### config.mk
export PLATFORM = sky130hd
export DESIGN_NAME = fifo_prog_flags
export DESIGN_NICKNAME = d
export VERILOG_FILES = /design/src/rtl/fifo_pkg.sv /design/src/rtl/fifo_mem.sv /design/src/rtl/fifo_prog_flags.sv
export SDC_FILE = /design/constraint.sdc
export NUM_CORES = 1
export LEC_CHECK = 0
export ABC_AREA = 1
export ABC_CLOCK_PERIOD_IN_PS = 2200
export BUFFER_PORTS_ARGS = -buffer_cell sky130_fd_sc_hd__buf_2
export CAP_MARGIN = 20
export CORE_MARGIN = 4
export CORE_UTILIZATION = 55
export DETAILED_ROUTE_END_ITERATION = 10
export GPL_ROUTABILITY_DRIVEN = 0
export PLACE_DENSITY = 0.76
export SYNTH_ARGS = -nofsm -noshare
export SYNTH_HDL_FRONTEND = slang
export SYNTH_SLANG_ARGS = --single-unit
### constraint.sdc
create_clock -name clk -period 2.2 [get_ports clk]
set_clock_uncertainty 0.1 [all_clocks]
set_input_delay 0.33 -clock clk [delete_from_list [all_inputs] [get_ports clk]]
set_output_delay 0.33 -clock clk [all_outputs]
set_load 0.01 [all_outputs]
### src/rtl/fifo_pkg.sv
// Shared definitions for the team's FIFOs: count/threshold width helper and
// the accepted-operation type used by the pointer logic.
package fifo_pkg;

  // Count and threshold width: one extra bit so occupancy can reach DEPTH.
  function automatic int cnt_width(input int addr_width);
    return addr_width + 1;
  endfunction

  // Accepted operations for the current cycle (after full/empty gating).
  typedef struct packed {
    logic wr;
    logic rd;
  } fifo_op_t;

endpackage

### src/rtl/fifo_mem.sv
// Simple dual-port RAM, DATA_WIDTH x 2**ADDR_WIDTH.
// FIFO_FWFT_EN defined   : combinational read (first-word-fall-through).
// FIFO_FWFT_EN undefined : registered read, rdata cleared by rst, holds otherwise.
module fifo_mem #(
  parameter int DATA_WIDTH = 8,
  parameter int ADDR_WIDTH = 4
) (
  input  logic                  clk,
  input  logic                  rst,
  input  logic                  we,
  input  logic [ADDR_WIDTH-1:0] waddr,
  input  logic [DATA_WIDTH-1:0] wdata,
  input  logic                  re,
  input  logic [ADDR_WIDTH-1:0] raddr,
  output logic [DATA_WIDTH-1:0] rdata
);

  logic [DATA_WIDTH-1:0] mem [2**ADDR_WIDTH];

  // Write port; storage is never reset.
  always_ff @(posedge clk) begin
    if (we) mem[waddr] <= wdata;
  end

`ifdef FIFO_FWFT_EN
  // Head word is visible as soon as it is stored; re/rst only matter upstream.
  logic unused_ctl;
  assign unused_ctl = re ^ rst;
  assign rdata = mem[raddr];
`else
  // Registered read: update only on an accepted read, else hold.
  always_ff @(posedge clk) begin
    if (!rst)    rdata <= '0;
    else if (re) rdata <= mem[raddr];
  end
`endif

endmodule

### src/rtl/fifo_prog_flags.sv
// Single-clock FIFO with programmable almost-full/almost-empty thresholds,
// occupancy count and sticky overflow/underflow flags.
// Read mode follows FIFO_FWFT_EN (see fifo_mem).
module fifo_prog_flags
  import fifo_pkg::*;
#(
  parameter int DATA_WIDTH = 8,
  parameter int ADDR_WIDTH = 4
) (
  input  logic                  clk,
  input  logic                  rst,
  input  logic                  wr_en,
  input  logic [DATA_WIDTH-1:0] din,
  input  logic                  rd_en,
  output logic [DATA_WIDTH-1:0] dout,
  output logic                  full,
  output logic                  empty,
  input  logic [ADDR_WIDTH:0]   af_thresh,
  input  logic [ADDR_WIDTH:0]   ae_thresh,
  output logic                  almost_full,
  output logic                  almost_empty,
  output logic [ADDR_WIDTH:0]   count,
  output logic                  overflow,
  output logic                  underflow,
  input  logic                  clr_err
);

  localparam int            CW      = cnt_width(ADDR_WIDTH);
  localparam int            DEPTH   = 2**ADDR_WIDTH;
  localparam logic [CW-1:0] DEPTH_C = CW'(DEPTH);
  localparam logic [CW-1:0] ONE     = CW'(1);

  logic [CW-1:0] wptr, rptr, cnt;
  fifo_op_t      acc;

  // Flags straight from the count register; thresholds act immediately.
  // af_thresh==0 and ae_thresh>=DEPTH fall out of the compares naturally.
  assign full         = (cnt == DEPTH_C);
  assign empty        = (cnt == '0);
  assign almost_full  = (cnt >= af_thresh);
  assign almost_empty = (cnt <= ae_thresh);
  assign count        = cnt;

  // Accept only what the pre-edge full/empty state allows.
  always_comb begin
    acc.wr = wr_en && !full;
    acc.rd = rd_en && !empty;
  end

  // Pointers and occupancy; pointers wrap modulo 2*DEPTH.
  always_ff @(posedge clk) begin
    if (!rst) begin
      wptr <= '0;
      rptr <= '0;
      cnt  <= '0;
    end else begin
      if (acc.wr) wptr <= wptr + ONE;
      if (acc.rd) rptr <= rptr + ONE;
      case ({acc.wr, acc.rd})
        2'b10:   cnt <= cnt + ONE;
        2'b01:   cnt <= cnt - ONE;
        default: cnt <= cnt;
      endcase
    end
  end

  // Sticky error flags; a new error wins over a same-cycle clear.
  always_ff @(posedge clk) begin
    if (!rst) begin
      overflow  <= 1'b0;
      underflow <= 1'b0;
    end else begin
      if (wr_en && full) overflow <= 1'b1;
      else if (clr_err)  overflow <= 1'b0;
      if (rd_en && empty) underflow <= 1'b1;
      else if (clr_err)   underflow <= 1'b0;
    end
  end

  // Operations in the reset cycle must not touch storage or dout.
  fifo_mem #(
    .DATA_WIDTH (DATA_WIDTH),
    .ADDR_WIDTH (ADDR_WIDTH)
  ) u_mem (
    .clk   (clk),
    .rst   (rst),
    .we    (acc.wr && rst),
    .waddr (wptr[ADDR_WIDTH-1:0]),
    .wdata (din),
    .re    (acc.rd && rst),
    .raddr (rptr[ADDR_WIDTH-1:0]),
    .rdata (dout)
  );

endmodule

# Yosys cells after proc, flatten, opt, wreduce, memory -nomap -nowiden
# Memory sizes are Yosys's and may differ from the RTL's. A register that Yosys moved wholly into a read port is not among the register bits.
# Index checks and enable logic that the tools add are counted.
# totals
register_bits	17
ram_bits	128
inputBits	23
wordCells	34
memories	1
# op_classes
add_sub_neg	4
order_cmp	2
eq_ne	3
mux	6
reduce_logical	13
# mem_list
name	depth	word_bits	rd	rd_clocked_by_memory_dff	wr	line	source
u_mem.mem	16	8	1	1	1	fifo_mem.sv:18	logic [DATA_WIDTH-1:0] mem [2**ADDR_WIDTH];
# ops
operator	n
$add 5x1->5 const B	3
$pmux 5 s2	1
$logic_and 1x1->1	6
$reduce_bool 2->1	3
$eq 5x5->1 const B	1
$ge 5x5->1	1
$le 5x5->1	1
$logic_not 5->1	1
$mux 1	5
$sub 5x1->5 const B	1
$logic_not 1->1	3
$eq 2x1->1 const B	1
$eq 2x2->1 const B	1

# Logic depth before layout (Yosys ltp)
# depth
ltp_word	6
mapped_depth	15
mapped_depth_nobuf	15

# Hierarchy
# From an unflattened synthesis, not the netlist that was laid out.
# hier_totals
hier_cells	644
area_unflattened_um2	6656.4
# modules_own_cells
module	n_inst	cells_each	area_each_um2	seq_area_each_um2
fifo_mem	1	492	5576.6	4003.8
fifo_prog_flags	1	152	1079.8	300.3

# Least setup slack after synthesis
# No wires, ideal clock.
# synth_timing
path_kind	register to register
from	reg cnt[2] (netlist: count[2])
to	reg cnt[4] (netlist: count[4])
arrival_time_ns	1.977
path_slack_ns	0.050
stages_incl_launch_ff	16
path_buffers	0
period_less_slack_ns	2.150
path_cell_list	dfxtp_1 inv_1 nand4_1 nand2_2 inv_1 ha_1 xor2_1 ha_1 inv_1 nand2_1 nand3_1 nand2_1 nand2_1 nand2_1 nand2_1 a21oi_1
# synth_lines
element	line	source
start, declared	fifo_prog_flags.sv:33	logic [CW-1:0] wptr, rptr, cnt;
start signal, assigned	fifo_prog_flags.sv:60	2'b10: cnt <= cnt + ONE;
start signal, assigned	fifo_prog_flags.sv:61	2'b01: cnt <= cnt - ONE;
start signal, assigned	fifo_prog_flags.sv:62	default: cnt <= cnt;

==> results_dict.tcl <==
set metrics [dict create \
    status "finished clean" \
    cts_buffers 17 \
    synthArstFlopShare_pct 0 \
    drt_iter0_markers 584 \
    period_needed_ps 2103 \
    layout_setup_ws_ps 96.67 \
    die_y_um 120.1 \
    worstMarginPinSlew_ps 649.2 \
    vias 5102 \
    vias_per_cell 5.293 \
    wl_per_cell_um 16.73 \
    critical_path.max_fanout 5 \
    syn_avg_cell_area_um2 9.583 \
    io-pin-count 42 \
    start_util_pct 56.81 \
    synth_cell_types 28 \
    ys_warn_count 0 \
    grt_max_degree 40 \
    clock_latency_ps 420 \
    wirelength_um 16130 \
    cts_root_buf "clkbuf_16" \
    crit_required_ps 2450 \
    p_per_area_nw_per_um2 1120 \
    placed_area_um2 7381 \
    drtAntennaViolNets 0 \
    clock-sinks 151 \
    finalPower_w 0.009087 \
    postLayoutCellArea_um2 8113 \
    synth.net_count 763 \
    p_leak_nw 3.614 \
    crit_chain "nor2_2, nand4_1, nand2_2, inv_2, ha_4, ha_1, inv_1, o21bai_1, inv_1, nand2_1, nand2_1, nand2_1, nand2_1, a21oi_1" \
    arrival_ps 2350 \
    setup_viol 0 \
    hold_slack_ps 76.94 \
    crit_top_cell "nand2_1" \
    antenna_found_initial 0 \
    cts_hold_buffers 0 \
    core-area_um2 12160 \
    antenna_cells 0 \
    clk_pin_slew_ps 60 \
    die_w_um 120.1 \
    area_growth_pct 17.42 \
    post-dp-hpwl_um 10170 \
    peakVddDrop_mv 0.5460 \
    path_delay_family "simple AND/OR/NAND/NOR gates" \
    criticalPathCategory "register to register" \
    mostFrequentLayoutCell "nand2_1" \
    drcViolationCount 0 \
    max_freq_mhz 475.4 \
    max_stage_delay_ps 360 \
    track_usage_pct 23.31 \
    cts_setup_buffers 0 \
    hold_class "input port to register" \
    pre_cts_slack_ps -42.97 \
    grt_remaining_overflow 0 \
    grt_pass1_vias 4936 \
    firstDrtPassIters 5 \
    finalCritPeriodShare_pct 95.61 \
    hold_viol 0 \
    grt_pass1_wl_um 25560 \
    fin_nets 825 \
    synth_flop_cell "edfxtp_1" \
    synth_area_um2 6909 \
    startpoint_type "register" \
    drive_gt1_share_pct 15.83 \
    endpoint_kind "register" \
    die_area_um2 14420 \
    ys_ff_latch 151 \
    rows 40 \
    slowest_stage "dfxtp_4" \
    synth_edf_count 128 \
    cts_buffer_depth 2 \
    layout_common_cells "249 x nand2_1, 128 x edfxtp_1, 102 x inv_1" \
    maxSlewViolCount 0 \
    htree_num_levels 4 \
    relSlewSlack_pct 56.66 \
    syn_inst 721 \
    ys_seq_area_share_pct 62.30 \
    cts_tree "done" \
    crit_buf_inv 3 \
    numPortBuffers 41 \
    cap_viol_max_count 0 \
    rsz0062_at_grt "yes" \
]
==> cell type report <==
| cell class | count | area, µm² |
|---|---|---|
| Tap cell | 168 | 210.2 |
| Multi-Input combinational cell | 432 | 2101 |
| Clock buffer | 18 | 429.2 |
| Clock inverter | 14 | 206.4 |
| Sequential cell | 151 | 4310 |
| Fill cell | 889 | 4049 |
| Inverter | 111 | 416.7 |
| Timing Repair Buffer | 70 | 439.2 |
==> per-layer routing <==
layer | global-route usage, % | routed length, µm
met5 | 0 | 0
met4 | 7.230 | 239
met1 | 30.74 | 6506
met2 | 38.74 | 8057
met3 | 5.090 | 1324
==> cell usage after synthesis, types with 2 or more instances <==
cell,number,area [µm²]
clkinv_1,2,7.510
a21oi_1,14,70.07
nor2_1,23,86.33
edfxtp_1,128,3844
clkbuf_1,2,7.510
inv_2,5,18.77
buf_6,4,45.04
buf_2,14,70.07
inv_1,104,390.4
o21ai_0,9,45.04
ha_1,19,237.7
o21bai_1,2,15.01
nand2_1,250,938.4
nor3_1,2,10.01
buf_4,7,52.55
xor2_1,2,17.52
nand4_1,2,12.51
nand3_1,98,490.5
dfxtp_1,23,460.4
nand2_2,3,18.77
==> worst paths after layout <==
check / endpoint / cells after the start / slack (ps) / from
max: count[4] / 14 / 100 / count[0]
min: overflow / 4 / 80 / clr_err
max reg2reg: count[4] / 14 / 100 / count[0]
min reg2reg: overflow / 2 / 360 / overflow
==> worst min-delay path, cell delays in order <==
cell and delay (ps):
buf_2 70, inv_1 40, nand2_1 50, a21oi_1 60
==> sequential cells by signal (all words and copies together) (netlist names) <==
register / count
count: 5
overflow: 1
rptr: 4
u_mem.mem: 128
u_mem.rdata: 8
underflow: 1
wptr: 4
==> logic make-up (layout without fill, tap and decap cells) <==
family | Yosys count | after routing | synth area share (%)
AOI/OAI and AO/OA | 27 | 27 | 2.083
and+or+nand+nor | 383 | 383 | 23.23
xor gates and xnor gates | 3 | 3 | 0.3804
DFF | 151 | 151 | 62.30
adders and majority gates | 19 | 19 | 3.441
buffers and inverters | 138 | 213 | 8.566
==> through the flow <==
stage / std cells / TNS, ps / util, %
after floorplan: 721 / 0 / -
after global placement: 932 / 0 / 60.69
after detailed placement: 932 / -42.97 / 60.69
after CTS: 964 / 0 / 65.97
after global routing: 964 / -23.38 / 66.71
final: 964 / 0 / 66.71
==> timing repair <==
action	in CTS	in global routing
setup endpoints to repair	3	5
pin swaps	0	2
resized for setup	4	17
==> power breakdown <==
part / internal [W] / switching (W) / total [W] / leakage [nW]
clock network: 0.00200 / 0.00111 / 0.00310 / 0.297
logic: 0.000891 / 0.00170 / 0.00259 / 1.97
registers: 0.00328 / 0.000109 / 0.00339 / 1.34
No activity file was read; power rests on OpenSTA's default activity.
